`config.mk`:
```
export PLATFORM = sky130hd
export DESIGN_NAME = dual_issue_scheduler
export DESIGN_NICKNAME = d
export VERILOG_FILES = /design/src/rtl/dual_issue_scheduler.sv
export SDC_FILE = /design/constraint.sdc
export NUM_CORES = 1
export LEC_CHECK = 0
export ABC_AREA = 1
export CAP_MARGIN = 15
export CORE_MARGIN = 2
export CORE_UTILIZATION = 45
export DETAILED_ROUTE_END_ITERATION = 12
export PLACE_DENSITY_LB_ADDON = 0.15
export SYNTH_ARGS = -nofsm -noshare
export SYNTH_HDL_FRONTEND = slang
export SYNTH_SLANG_ARGS = --single-unit
```
`constraint.sdc`:
```
create_clock -name clk -period 3.1 [get_ports clk]
set_input_delay 0.62 -clock clk [delete_from_list [all_inputs] [get_ports clk]]
set_output_delay 0.62 -clock clk [all_outputs]
set_load 0.02 [all_outputs]
```
`src/rtl/dual_issue_scheduler.sv`:
```
// Pair-issue controller: buffers one fetched instruction pair, checks intra-pair
// hazards, and issues the pair together or split over two cycles, oldest first.
module dual_issue_scheduler #(
    parameter int unsigned PC_W  = 32,
    parameter int unsigned CNT_W = 16
) (
    input  logic             clk,
    input  logic             rst_n,
    input  logic             fetch_valid,
    output logic             fetch_ready,
    input  logic [PC_W-1:0]  fetch_pc,
    input  logic [31:0]      fetch_instr0,
    input  logic [31:0]      fetch_instr1,
    input  logic             fetch_valid1,
    input  logic             issue_ready,
    output logic             issue0_valid,
    output logic [31:0]      issue0_instr,
    output logic [PC_W-1:0]  issue0_pc,
    output logic             issue1_valid,
    output logic [31:0]      issue1_instr,
    output logic [PC_W-1:0]  issue1_pc,
    input  logic             flush,
    output logic [CNT_W-1:0] split_cnt
);

    typedef enum logic [1:0] {
        S_EMPTY = 2'd0,
        S_FULL  = 2'd1,
        S_HALF  = 2'd2
    } state_e;

    localparam logic [4:0] OP_STORE = 5'b10001;

    state_e            state_q, state_d;
    logic [31:0]       instr0_q, instr0_d;
    logic [31:0]       instr1_q, instr1_d;
    logic [PC_W-1:0]   pc_q, pc_d;
    logic              valid1_q, valid1_d;
    logic [CNT_W-1:0]  split_cnt_q, split_cnt_d;

    logic [4:0] op0, rd0, op1, rd1, rs1, rt1;
    logic       writes0, writes1, raw, waw, both_mem, both_ctrl, split_c;
    logic [PC_W-1:0] pc_plus4;
    logic       load;

    // Hazard decode on the buffered pair
    assign op0 = instr0_q[31:27];
    assign rd0 = instr0_q[26:22];
    assign op1 = instr1_q[31:27];
    assign rd1 = instr1_q[26:22];
    assign rs1 = instr1_q[21:17];
    assign rt1 = instr1_q[16:12];

    assign writes0   = (op0[4:3] != 2'b11) && (op0 != OP_STORE);
    assign writes1   = (op1[4:3] != 2'b11) && (op1 != OP_STORE);
    assign raw       = writes0 && (rd0 != 5'd0) && ((rd0 == rs1) || (rd0 == rt1));
    assign waw       = writes0 && writes1 && (rd0 != 5'd0) && (rd0 == rd1);
    assign both_mem  = (op0[4:3] == 2'b10) && (op1[4:3] == 2'b10);
    assign both_ctrl = (op0[4:3] == 2'b11) && (op1[4:3] == 2'b11);
    assign split_c   = valid1_q && (raw || waw || both_mem || both_ctrl);

    assign pc_plus4 = pc_q + PC_W'(4);

    assign fetch_ready = !flush && ((state_q == S_EMPTY) ||
                         (issue_ready && ((state_q == S_HALF) ||
                                          ((state_q == S_FULL) && !split_c))));
    assign load = fetch_valid && fetch_ready;

    // Presented slots come straight from state and buffer
    assign issue0_valid = (state_q != S_EMPTY);
    assign issue0_instr = (state_q == S_HALF) ? instr1_q : instr0_q;
    assign issue0_pc    = (state_q == S_HALF) ? pc_plus4 : pc_q;
    assign issue1_valid = (state_q == S_FULL) && valid1_q && !split_c;
    assign issue1_instr = instr1_q;
    assign issue1_pc    = pc_plus4;
    assign split_cnt    = split_cnt_q;

    always_comb begin
        state_d     = state_q;
        instr0_d    = instr0_q;
        instr1_d    = instr1_q;
        pc_d        = pc_q;
        valid1_d    = valid1_q;
        split_cnt_d = split_cnt_q;

        if (flush) begin
            state_d  = S_EMPTY;
            valid1_d = 1'b0;
        end else begin
            unique case (state_q)
                S_EMPTY: begin
                    if (load) state_d = S_FULL;
                end
                S_FULL: begin
                    if (issue_ready) begin
                        if (split_c) begin
                            state_d = S_HALF;
                            if (split_cnt_q != '1) split_cnt_d = split_cnt_q + CNT_W'(1);
                        end else begin
                            state_d = load ? S_FULL : S_EMPTY;
                        end
                    end
                end
                S_HALF: begin
                    if (issue_ready) state_d = load ? S_FULL : S_EMPTY;
                end
                default: state_d = S_EMPTY;
            endcase

            if (load) begin
                instr0_d = fetch_instr0;
                instr1_d = fetch_instr1;
                pc_d     = fetch_pc;
                valid1_d = fetch_valid1;
            end
        end
    end

    always_ff @(posedge clk or negedge rst_n) begin
        if (!rst_n) begin
            state_q     <= S_EMPTY;
            instr0_q    <= '0;
            instr1_q    <= '0;
            pc_q        <= '0;
            valid1_q    <= 1'b0;
            split_cnt_q <= '0;
        end else begin
            state_q     <= state_d;
            instr0_q    <= instr0_d;
            instr1_q    <= instr1_d;
            pc_q        <= pc_d;
            valid1_q    <= valid1_d;
            split_cnt_q <= split_cnt_d;
        end
    end

endmodule

```
**Word-level counts from Yosys, hierarchy flattened**

Index checks and enable logic that the tools add are counted.
Widths: inputs -> output; s select.

- Register bits after elaboration: 115
- Input bits: 102

- Add/subtract/negate cells: 2
- Equal/unequal tests: 17
- Muxes and demuxes: 11
- Bitwise operators: 1
- Reductions and logical operators: 31

Operators with widths:

| cell | count |
|---|---|
| $mux 32 | 2 |
| $add 32x3->32 const B | 1 |
| $add 16x1->16 const B | 1 |
| $logic_and 1x1->1 | 16 |
| $ne 16x16->1 const B | 1 |
| $eq 5x5->1 | 3 |
| $eq 2x2->1 const B | 5 |
| $mux 2 | 5 |
| $ne 5x5->1 const B | 2 |
| $ne 3x3->1 const B | 3 |
| $logic_or 1x1->1 | 6 |
| $pmux 2 s3 | 1 |
| $reduce_and 5->1 | 1 |
| $reduce_bool 5->1 | 1 |
| $ne 2x2->1 const B | 2 |
| $reduce_bool 2->1 | 2 |
| $mux 1 | 3 |
| $reduce_and 3->1 | 1 |
| $eq 2x1->1 const B | 1 |
| $logic_not 1->1 | 2 |
| $logic_not 2->1 | 1 |
| $reduce_and 2->1 | 1 |
| $not 1->1 | 1 |

**Longest topological paths before layout**

Gate-level depths: netlist of the first run.

- Word-level depth: 21
- Gate-level depth with buffers: 18
- Mapped depth without buffers: 16

**Worst setup path before layout of the first run**

OpenSTA, ideal clock, no wires.

- Path kind: register to output
- From: reg pc_q[2]
- To: out issue0_pc[28]
- Data arrival time: 2255 ps
- Slack: 225 ps
- Stages on the path, launching flop included: 14
- Buffers on the path: 0
- Path through: dfrtp_1 ha_1 nand3_1 nor2_1 nand2_1 nor2_2 nand2_1 inv_2 nand2_2 nor3_4 nand3_1 xor2_1 nand2_1 o21ai_0

- Word-level cells in the longest chain between the ends: 2

RTL lines:

| item | line | text |
|---|---|---|
| start, declared | 37 | `logic [PC_W-1:0] pc_q, pc_d;` |
| start signal, assigned | 131 | `pc_q <= pc_d;` |
| $add 32x3->32 | 62 | `assign pc_plus4 = pc_q + PC_W'(4);` |
| named net issue1_pc[28] | 21 | `output logic [PC_W-1:0] issue1_pc,` |
| $mux 32 | 72 | `assign issue0_pc = (state_q == S_HALF) ? pc_plus4 : pc_q;` |
| end, declared | 18 | `output logic [PC_W-1:0] issue0_pc,` |

The timed path passes the listed nets, and every way through them passes these cells.

**Final worst setup path of the first run**

- From: reg pc_q[3]
- To: out issue0_pc[30]

- Word-level cells in the longest chain between the ends: 2

RTL lines:

| item | line |
|---|---|
| $add 32x3->32 | 62 |
| $mux 32 | 72 |

Every way passes these cells.

==> impl_metrics.sql, run 1 <==
INSERT INTO impl_metrics (metric_group, metric, value, unit) VALUES
('synth', 'synth_top_family_by_area', 'simple AND/OR/NAND/NOR gates', ''),
('drt', 'routed_wire_per_std_cell', '14.58', 'um'),
('place', 'gpl.final_weighted_congestion', '0.8539', ''),
('floorplan', 'floorplan.initialDensity', '45.70', '%'),
('timing', 'fin_worst_skew', '0.008876', 'ns'),
('clock_tree', 'tritoncts', 'done', ''),
('clock_tree', 'clock_buffer_count_from_cts', '17', ''),
('synth', 'ys.warnings.count', '0', ''),
('layout', 'final.fill_count', '1232', ''),
('floorplan', 'io_pins', '249', ''),
('place', 'dp_worst_setup_slack', '0.0009359', 'ns'),
('synth', 'synth_compound_gate_area_share', '3.563', '%'),
('drt', 'drtAntennaViolNets', '0', ''),
('pwr', 'cellInternalPower', '4.087', 'mW'),
('pwr', 'share_seq_of_total_power', '33.3', '%'),
('drt', 'postRouteWirelength', '19830', 'um'),
('clock_tree', 'cts_hold_buf', '0', ''),
('timing', 'timing.hold.ws', '0.1758', 'ns'),
('drt', 'drt-initial-drc-count', '350', ''),
('worst_setup_path', 'critPathKind', 'reg -> out', ''),
('timing', 'hold_viol_final', '0', ''),
('timing', 'achievable-frequency', '0.3212', 'GHz'),
('pwr', 'total_leakage_power', '5.007', 'nW'),
('worst_setup_path', 'highest_net_fanout_along_the_worst_path', '4', ''),
('worst_setup_path', 'worstSetupEndpointType', 'output port', ''),
('floorplan', 'chipWidth', '124.8', 'um'),
('layout', 'layout_commonest_cell', 'nand2_1', ''),
('synth', 'number_of_synthesized_flops_with_an_enable_pin', '0', ''),
('synth', 'ys_seq_elements', '115', ''),
('outcome', 'outcome', 'finished with violations', ''),
('layout', 'fin_nets', '1268', ''),
('timing', 'maxSlewHeadroom', '32.79', '%'),
('place', 'hpwlAfterDp', '13720', 'um'),
('pwr', 'power.clock.fraction', '30.1', '%'),
('drt', 'detail_route.drc_violations', '0', ''),
('timing', 'timing_worst_slew_pin_value', '1.008', 'ns'),
('pwr', 'total_power', '6.339', 'mW'),
('clock_tree', 'clkTransAtPathRegs', '0.05', 'ns'),
('worst_setup_path', 'critPathLaunchType', 'flop', ''),
('synth', 'mappedNetlistNets', '1024', ''),
('layout', 'num_antenna_cells', '0', ''),
('synth', 'synth_area_in_simple_gates', '38.45', '%'),
('synth', 'per_instance_average_area_after_synthesis', '7.137', 'um^2'),
('pwr', 'switching_share', '35.53', '%'),
('floorplan', 'std_cell_rows', '44', ''),
('timing', 'report.final.slew_viol_count', '0', ''),
('grt', 'globalRoute.totalOverflow', '0', ''),
('grt', 'total_routing_resource_utilization_after_global_routing', '25.29', '%'),
('timing', 'finalCriticalPeriod', '3.113', 'ns'),
('worst_hold_path', 'min_path_type', 'in -> async', ''),
('worst_setup_path', 'worst_r2r_path_depth', '14', ''),
('floorplan', 'die_height', '124.8', 'um'),
('layout', 'post_route_cells_drive_above_1_share', '9.184', '%'),
('synth', 'syn-cell-area', '6566', 'um^2'),
('grt', 'first_pass_grt_wire_length', '31710', 'um'),
('layout', 'post_route_cell_area', '9874', 'um^2'),
('outcome', 'failing_checks', 'negative setup slack', ''),
('floorplan', 'dieArea', '15570', 'um^2'),
('pwr', 'ir_worst_vdd', '0.4046', 'mV'),
('timing', 'tns', '-0.01308', 'ns'),
('synth', 'post_synth_inst_count', '920', ''),
('drt', 'route.vias.total', '6713', ''),
('synth', 'synth.yosys.seq_area_share', '43.83', '%'),
('timing', 'setup_viol', '2', ''),
('layout', 'layout_common_cells', 'nand2_1 (405), clkdlybuf4s50_1 (204), nand3_1 (115), dfrtp_1 (115), inv_1 (54)', ''),
('worst_setup_path', 'worstPathArrival', '2.49', 'ns'),
('flow_run', 'timing.max_cap.violations', '0', ''),
('synth', 'synth_cell_type_count', '31', ''),
('synth', 'synth-async-reset-ratio', '100.0', '%'),
('timing', 'post-route-worst-setup-slack', '-0.01286', 'ns'),
('synth', 'synth_mux_area_share', '0', '%');
## synthesized netlist by cell type, types with 4 or more instances
library cell / n / share of area, %
o21ai_0: 36 / 2.7
xnor2_1: 10 / 1.3
nor2_2: 6 / 0.57
o21ai_1: 6 / 0.46
buf_6: 4 / 0.69
dfrtp_1: 115 / 44
xor2_1: 36 / 4.8
nand3_1: 116 / 8.8
clkbuf_1: 24 / 1.4
nor2_1: 37 / 2.1
buf_4: 7 / 0.80
nand4_1: 10 / 0.95
inv_1: 54 / 3.1
nand2_1: 408 / 23
nor3_1: 11 / 0.84
inv_2: 8 / 0.46
buf_2: 10 / 0.76
## layout make-up
type / count / area [um^2] / share of cell area (%)
multi-input combinational: 694 / 3287 / 33.29
sequential: 115 / 2878 / 29.14
timing repair buffer: 273 / 2654 / 26.88
clock buffer: 28 / 546.8 / 5.537
inverter: 63 / 239.0 / 2.420
tap: 184 / 230.2 / 2.331
clock inverter: 3 / 40.04 / 0.4055
## power by group through the flow
stage          Combinational [mW]  Sequential, mW  Clock (mW)
2_1_floorplan                1.14            2.20           0
3_3_place_gp                 2.35            2.11           0
3_5_place_dp                 2.37            2.12           0
4_1_cts                      2.33            2.10        1.94
5_1_grt                      2.51            2.15        2.01
6_report                     2.32            2.11        1.91
## flip-flops by register name, indices dropped and copies added, names as in the netlist
register / count
instr0_q: 32
issue1_instr: 32
pc_q: 32
split_cnt: 16
state_q: 2
valid1_q: 1
## layer usage
layer	track usage (%)	share of wire [%]	vias up
met2	41.37	48	216
met4	8.262	1.6	2
met1	32.83	43	3088
li1	-	-	3378
met3	6.529	7.2	29
met5	0	0.066	-
## final timing paths
check	to	slack [ns]	startpoint
max reg2reg	pc_q[17]	0.47	instr0_q[23]
max	issue0_pc[30]	-0.01	pc_q[3]
max in group asynchronous	pc_q[23]	2.12	rst_n
min reg2reg	instr0_q[5]	0.47	instr0_q[5]
min	issue1_instr[1]	0.18	rst_n
min in group clk	instr0_q[5]	0.47	instr0_q[5]
## metrics by stage
stage	cells	util, %
finish	1360	68.72
global route	1360	68.72
CTS	1356	67.94
detailed placement	1323	64.06
global placement	1323	64.06
floorplan	920	-
## kinds of logic (layout without fill, tap and decap cells)
| kind of cell | Yosys count | in the layout |
|---|---|---|
| fa+ha+maj | 2 | 2 |
| buf+inv | 111 | 367 |
| simple gates | 600 | 600 |
| compound gates | 45 | 45 |
| flops | 115 | 115 |
| xor+xnor | 47 | 47 |
## what timing repair did
item	4_1_cts	5_1_grt
pin swaps	3	9
gates resized for setup	61	50
gates cloned	0	0
setup buffers	2	4
setup endpoints to repair	30	34
## critical path, cell delays in order, from the launching register on
cell and delay, ns:
dfrtp_1 0.36, ha_2 0.20, nand3_2 0.08, nor2_1 0.11, nand2_1 0.09, nor2_2 0.16, nand2_2 0.08, inv_2 0.08
nand2_4 0.06, nor3_4 0.18, buf_6 0.14, nand4_4 0.10, xnor2_2 0.17, nand2_1 0.06, nand2_1 0.08, buf_6 0.11
Power figures use the tool's default switching activity.
==> run 2: changes to the inputs <==
Settings changed: CORE_UTILIZATION 45 to 46, CTS_BUF_LIST set to sky130_fd_sc_hd__clkbuf_8.
==> impl_metrics.sql, run 2 (same netlist as run 1, synthesis figures left out) <==
INSERT INTO impl_metrics (metric_group, metric, value, unit) VALUES
('timing', 'fin_worst_skew', '0.01536', 'ns'),
('pwr', 'total_leakage_power', '4.958', 'nW'),
('outcome', 'failing_checks', 'negative setup slack', ''),
('drt', 'detail_route.first_pass.iterations', '5', ''),
('clock_tree', 'clkTransAtPathRegs', '0.08', 'ns'),
('layout', 'layout_common_cells', 'nand2_1 (403), clkdlybuf4s50_1 (198), dfrtp_1 (115)', ''),
('timing', 'tns', '-0.5004', 'ns'),
('worst_setup_path', 'reg2reg_setup_slack', '0.51', 'ns'),
('timing', 'post-route-worst-setup-slack', '-0.1513', 'ns'),
('floorplan', 'chipWidth', '123.5', 'um'),
('grt', 'antenna_found_initial', '0', ''),
('timing', 'finalCriticalPeriod', '3.251', 'ns'),
('place', 'dp.cells', '1321', ''),
('drt', 'drtAntennaViolNets', '0', ''),
('worst_setup_path', 'crit_family', 'simple AND/OR/NAND/NOR gates', ''),
('clock_tree', 'clock_tree.htree_level_count', '4', ''),
('worst_setup_path', 'critPathLaunchType', 'flop', ''),
('place', 'dpl_cell_area', '9228', 'um^2'),
('worst_setup_path', 'critical-path-max-stage-delay', '0.37', 'ns'),
('worst_setup_path', 'slowest_stage', 'dfrtp_1', ''),
('timing', 'achievable-frequency', '0.3076', 'GHz'),
('layout', 'post_route_cell_area', '9713', 'um^2'),
('pwr', 'ir_worst_vdd', '0.3398', 'mV'),
('pwr', 'power_per_cell_area', '588.5', 'nW/um^2'),
('clock_tree', 'tritoncts', 'done', ''),
('layout', 'layout_commonest_cell', 'nand2_1', ''),
('grt', 'via_count_of_the_first_global_routing_pass', '6113', ''),
('worst_setup_path', 'timing.critical_path.required', '2.48', 'ns'),
('clock_tree', 'ctsRootBufferMaster', 'clkbuf_8', ''),
('floorplan', 'io_pins', '249', ''),
('worst_setup_path', 'worst_r2r_path_depth', '18', ''),
('drt', 'route.vias.total', '6718', ''),
('timing', 'maxSlewHeadroom', '54.54', '%'),
('outcome', 'outcome', 'finished with violations', ''),
('floorplan', 'floorplan.initialDensity', '47.12', '%'),
('pwr', 'total_power', '5.716', 'mW'),
('drt', 'detail_route.drc_violations', '0', ''),
('worst_setup_path', 'highest_net_fanout_along_the_worst_path', '4', ''),
('floorplan', 'die_height', '123.5', 'um'),
('layout', 'sequential_cell_area', '2878', 'um^2'),
('layout', 'postLayoutCoreUtil', '69.70', '%'),
('clock_tree', 'clock_tree.buffer_depth', '2', ''),
('worst_setup_path', 'r2r_start', 'instr0_q[22]', ''),
('layout', 'post_route_cells_drive_above_1_share', '10.33', '%'),
('timing', 'rsz_0062_raised_after_global_routing', 'true', ''),
('worst_hold_path', 'min_path_type', 'in -> async', ''),
('worst_setup_path', 'timing.critical_path.cells', 'ha_2 -> nand3_2 -> nor2_2 -> nand2_2 -> nor2_4 -> nand2_2 -> inv_2 -> nand2_4 -> nor3_4 -> buf_4 -> nand2_2 -> xor2_1 -> nand2_1 -> o21ai_1 -> buf_4', ''),
('worst_setup_path', 'worstSetupEndpointType', 'output port', ''),
('flow_run', 'timing.max_cap.violations', '0', ''),
('timing', 'hold_viol_final', '0', ''),
('clock_tree', 'clock_buffer_count_from_cts', '17', ''),
('place', 'hpwlAfterDp', '13660', 'um'),
('layout', 'final.fill_count', '1202', ''),
('clock_tree', 'cts.sinks', '115', ''),
('floorplan', 'std_cell_rows', '43', ''),
('place', 'gpl.final_weighted_congestion', '0.9333', ''),
('layout', 'num_antenna_cells', '0', ''),
('layout', 'multiInputGateArea', '3321', 'um^2'),
('timing', 'timing.final.crit_share', '104.9', '%'),
('worst_setup_path', 'timing.critical_path.mode_cell', 'nand2_2', ''),
('worst_setup_path', 'cp.depth', '15', ''),
('worst_setup_path', 'worst-path-buf-inv', '3', ''),
('clock_tree', 'clk_lat_worst_skew', '0.43', 'ns'),
('grt', 'first_pass_grt_wire_length', '30330', 'um'),
('worst_setup_path', 'reg2reg_to', 'pc_q[16]', ''),
('worst_setup_path', 'worstPathArrival', '2.63', 'ns'),
('drt', 'drt-vias-per-instance', '4.936', ''),
('worst_setup_path', 'worstSetupStartpoint', 'pc_q[3]', ''),
('floorplan', 'dieArea', '15250', 'um^2'),
('floorplan', 'core_area', '13930', 'um^2'),
('place', 'dp_worst_setup_slack', '0.01462', 'ns'),
('timing', 'timing_worst_slew_pin_value', '0.6819', 'ns'),
('drt', 'postRouteWirelength', '19450', 'um'),
('timing', 'setup_viol', '6', ''),
('layout', 'non_filler_instances', '1361', ''),
('drt', 'drt-initial-drc-count', '463', ''),
('grt', 'grt_start_max_net_pins', '99', ''),
('drt', 'routed_wire_per_std_cell', '14.29', 'um'),
('worst_setup_path', 'critPathKind', 'reg -> out', ''),
('place', 'place.port_buffers', '248', ''),
('timing', 'report.final.slew_viol_count', '0', ''),
('worst_setup_path', 'endpoint', 'issue0_pc[24]', ''),
('grt', 'total_routing_resource_utilization_after_global_routing', '25.59', '%'),
('layout', 'fin_nets', '1272', ''),
('grt', 'globalRoute.totalOverflow', '0', ''),
('layout', 'layout-area-overhead-vs-synth', '47.92', '%'),
('timing', 'timing.hold.ws', '0.2244', 'ns');
==> run 2: cell count changes in the layout (fill, tap and decap cells not counted), moves of 5 or more <==
cell	change
buf_4	+6
clkbuf_16	-17
clkdlybuf4s50_1	-6
clkinvlp_4	+5
clkbuf_8	+10
==> run 2: cell type report <==
cell class                      count  area share, %
Multi-Input combinational cell    694          34.19
Sequential cell                   115          29.63
Inverter                           63          2.460
Clock buffer                       18          2.551
Clock inverter                     14          1.198
Tap cell                          180          2.319
Timing Repair Buffer              277          27.66
==> run 2: layer usage <==
layer	routed length (um)	part of all wire (%)	GRT usage (%)	up-vias
met5	0	0	0	-
met4	296	1.5	7.102	0
met3	1507	7.7	6.965	24
met2	9192	47	41.76	233
met1	8451	43	33.51	3076
li1	-	-	-	3385
==> run 2: worst min-delay path by stage <==
stage                  from          endpoint  slack, ns  depth (start not counted)
2_1_floorplan         rst_n       instr0_q[0]       0.32                          0
3_3_place_gp    instr0_q[8]       instr0_q[8]       0.45                          2
3_5_place_dp   instr0_q[27]      instr0_q[27]       0.46                          2
4_1_cts               rst_n  issue1_instr[17]       0.23                          1
5_1_grt               rst_n      instr0_q[18]       0.25                          1
6_report              rst_n  issue1_instr[17]       0.22                          1
==> run 2: worst reg2reg max path, cell delays in order, from the launching register on <==
cell	delay (ns)
dfrtp_1	0.44
inv_2	0.08
nand2_1	0.06
nand2_1	0.04
nor2_1	0.13
nand3_1	0.09
nand2_1	0.09
nand2_1	0.05
nand3_1	0.08
nand2_1	0.07
nand2_1	0.06
nand2_1	0.05
nand2_1	0.11
nand2_4	0.06
buf_12	0.24
nand2_4	0.13
buf_4	0.50
nand2_1	0.15
nand2_1	0.10
==> run 2: power breakdown <==
part	total [mW]	internal, mW	switching [mW]
sequential	2.11	1.79	0.322
combinational	2.32	1.03	1.29
clock	1.28	0.647	0.636
total	5.72	3.47	2.25
==> run 2: repair_timing <==
action	in CTS	in global routing
setup buffers	1	7
setup endpoints to repair	36	46
pin swaps	1	5
resized for setup	68	83
hold buffers	0	0
==> run 3: changes to the inputs <==
Settings changed: CORE_UTILIZATION 46 to 50, PLACE_DENSITY set to 0.92, PLACE_DENSITY_LB_ADDON 0.15 to unset.
Clock period 3.1 ns to 4.1 ns, I/O delays scaled along.
==> impl_metrics.sql, run 3 (same netlist as run 1, synthesis figures left out) <==
INSERT INTO impl_metrics (metric_group, metric, value, unit) VALUES
('timing', 'achievable-frequency', '0.2639', 'GHz'),
('pwr', 'total_power', '4.474', 'mW'),
('worst_setup_path', 'worstSetupStartpoint', 'pc_q[2]', ''),
('layout', 'multiInputGateArea', '3216', 'um^2'),
('clock_tree', 'clock_tree.htree_level_count', '4', ''),
('timing', 'fin_worst_skew', '0.009446', 'ns'),
('grt', 'antenna_found_initial', '1', ''),
('floorplan', 'chipWidth', '118.6', 'um'),
('pwr', 'ir_worst_vdd', '0.3642', 'mV'),
('drt', 'drt-initial-drc-count', '703', ''),
('pwr', 'share_seq_of_total_power', '35.7', '%'),
('pwr', 'power.clock.fraction', '24.4', '%'),
('drt', 'drt-vias-per-instance', '5.206', ''),
('timing', 'report.final.slew_viol_count', '0', ''),
('grt', 'via_count_of_the_first_global_routing_pass', '6424', ''),
('place', 'gpl.final_weighted_congestion', '0.9831', ''),
('timing', 'setup_viol', '0', ''),
('worst_setup_path', 'r2r_start', 'instr0_q[23]', ''),
('clock_tree', 'clkTransAtPathRegs', '0.07', 'ns'),
('pwr', 'power_per_cell_area', '471.4', 'nW/um^2'),
('drt', 'drtAntennaViolNets', '0', ''),
('pwr', 'pwr-share-comb', '39.8', '%'),
('worst_setup_path', 'worstSetupEndpointType', 'output port', ''),
('layout', 'postLayoutCoreUtil', '74.61', '%'),
('worst_setup_path', 'highest_net_fanout_along_the_worst_path', '5', ''),
('place', 'place.port_buffers', '248', ''),
('floorplan', 'core_area', '12720', 'um^2'),
('timing', 'timing.hold.ws', '0.4035', 'ns'),
('drt', 'detail_route.drc_violations', '0', ''),
('clock_tree', 'clock_buffer_count_from_cts', '17', ''),
('floorplan', 'std_cell_rows', '41', ''),
('worst_setup_path', 'timing.critical_path.required', '3.28', 'ns'),
('drt', 'postRouteWirelength', '19860', 'um'),
('timing', 'timing.final.crit_share', '92.41', '%'),
('grt', 'total_routing_resource_utilization_after_global_routing', '28.25', '%'),
('worst_setup_path', 'timing.critical_path.cells', 'nand2_1 -> nor2_2 -> nand2_1 -> nor2_2 -> nand2_2 -> nor2_2 -> nand2_1 -> nor3_2 -> xor2_1 -> nand2_1 -> nand2_1 -> clkdlybuf4s50_1', ''),
('pwr', 'cellInternalPower', '2.805', 'mW'),
('clock_tree', 'clk_lat_worst_skew', '0.43', 'ns'),
('drt', 'route.vias.total', '6914', ''),
('place', 'hpwlAfterDp', '13890', 'um'),
('worst_setup_path', 'slowest_stage', 'clkdlybuf4s50_1', ''),
('clock_tree', 'cts.sinks', '115', ''),
('clock_tree', 'tritoncts', 'done', ''),
('worst_setup_path', 'critPathKind', 'reg -> out', ''),
('clock_tree', 'post_cts_buffers', '0', ''),
('pwr', 'switching_power', '1.669', 'mW'),
('timing', 'hold_viol_final', '0', ''),
('worst_setup_path', 'critical-path-max-stage-delay', '0.60', 'ns'),
('worst_setup_path', 'worstPathArrival', '2.97', 'ns'),
('floorplan', 'floorplan.initialDensity', '51.61', '%'),
('clock_tree', 'cts_hold_buf', '0', ''),
('timing', 'maxSlewHeadroom', '30.23', '%'),
('outcome', 'outcome', 'complete, no violations', ''),
('layout', 'non_filler_instances', '1328', ''),
('worst_setup_path', 'timing.critical_path.mode_cell', 'nand2_1', ''),
('drt', 'detail_route.first_pass.iterations', '7', ''),
('layout', 'num_antenna_cells', '0', ''),
('clock_tree', 'clock_tree.buffer_depth', '2', ''),
('worst_hold_path', 'min_path_type', 'in -> async', ''),
('timing', 'finalCriticalPeriod', '3.789', 'ns'),
('place', 'dp.cells', '1296', ''),
('timing', 'timing_worst_slew_pin_value', '1.047', 'ns'),
('timing', 'tns', '0', 'ns'),
('layout', 'layout_commonest_cell', 'nand2_1', ''),
('layout', 'final.fill_count', '935', ''),
('layout', 'post_route_cells_drive_above_1_share', '5.277', '%'),
('layout', 'layout_common_cells', 'nand2_1 (408), clkdlybuf4s50_1 (239), nand3_1 (116)', ''),
('layout', 'fin_nets', '1247', ''),
('layout', 'layout-area-overhead-vs-synth', '44.55', '%'),
('grt', 'grt_start_max_net_pins', '99', ''),
('grt', 'globalRoute.totalOverflow', '0', ''),
('layout', 'sequential_cell_area', '2878', 'um^2'),
('floorplan', 'die_height', '118.6', 'um'),
('drt', 'routed_wire_per_std_cell', '14.96', 'um'),
('grt', 'first_pass_grt_wire_length', '32140', 'um'),
('floorplan', 'io_pins', '249', ''),
('timing', 'rsz_0062_raised_after_global_routing', 'false', ''),
('worst_setup_path', 'critPathLaunchType', 'flop', ''),
('clock_tree', 'ctsRootBufferMaster', 'clkbuf_8', ''),
('pwr', 'total_leakage_power', '4.669', 'nW'),
('pwr', 'switching_share', '37.30', '%'),
('floorplan', 'dieArea', '14060', 'um^2'),
('flow_run', 'timing.max_cap.violations', '0', '');
[run 3: cell count changes in the layout (fill, tap and decap cells not counted), moves of 4 or more]
cell,previous run,this run
clkbuf_2,8,0
buf_6,5,0
dlygate4sd2_1,14,0
clkdlybuf4s50_1,198,239
dlymetal6s2s_1,12,7
buf_4,32,5
nor2_4,5,1
nand2_1,403,408
[run 3: worst paths after layout]
kind	end	slack (ns)	cells after the start
worst min-delay path	pc_q[22]	0.40	1
worst min register to register	instr0_q[15]	0.47	2
min in group clk	instr0_q[15]	0.47	2
worst max-delay path	issue0_pc[31]	0.31	12
max in group asynchronous	instr0_q[22]	2.88	2
worst max register to register	pc_q[11]	1.38	14
[run 3: final cells by class]
cell class	instances	share of cell area (%)
flip-flops and latches	115	30.32
multi-input cells	694	33.88
inverters	63	2.491
repair buffers	252	26.73
well taps	172	2.267
clock buffers	17	2.465
clock inverters	15	1.846
[run 3: repair_timing]
action	in CTS	in global routing
endpoints found under the hold margin	0	0
resized for setup	0	7
endpoints found under the setup margin	0	7
[run 3: metrics by stage]
stage / instance area, um^2 / setup slack (ns)
after floorplan: 6566 / 1.025
after global placement: 9065 / 0.6526
after detailed placement: 9065 / 0.5174
after CTS: 9474 / 0.04332
after global routing: 9492 / 0.1085
final: 9492 / 0.3113
[run 3: worst max-delay path: cells and delay by family (launching register included)]
kind,cells,cell delay [ns]
and+or+nand+nor,10,1.32
DFF,1,0.44
buffers and inverters,1,0.60
xor gates and xnor gates,1,0.20
[run 3: power by group through the flow]
| stage | sequential, mW | clock [mW] | combinational [mW] |
|---|---|---|---|
| 4_1_cts | 1.59 | 1.11 | 1.79 |
| 2_1_floorplan | 1.66 | 0 | 0.865 |
| 3_5_place_dp | 1.61 | 0 | 1.78 |
| 6_report | 1.60 | 1.09 | 1.78 |
| 5_1_grt | 1.63 | 1.16 | 1.92 |
| 3_3_place_gp | 1.60 | 0 | 1.75 |
[run 3: layer usage]
layer	share of wire (%)	global-route usage, %	vias to the layer above
met5	0	0	-
met4	2.7	10.04	0
met3	8.4	7.432	45
met2	48	47.31	311
met1	41	35.19	3210
li1	-	-	3348
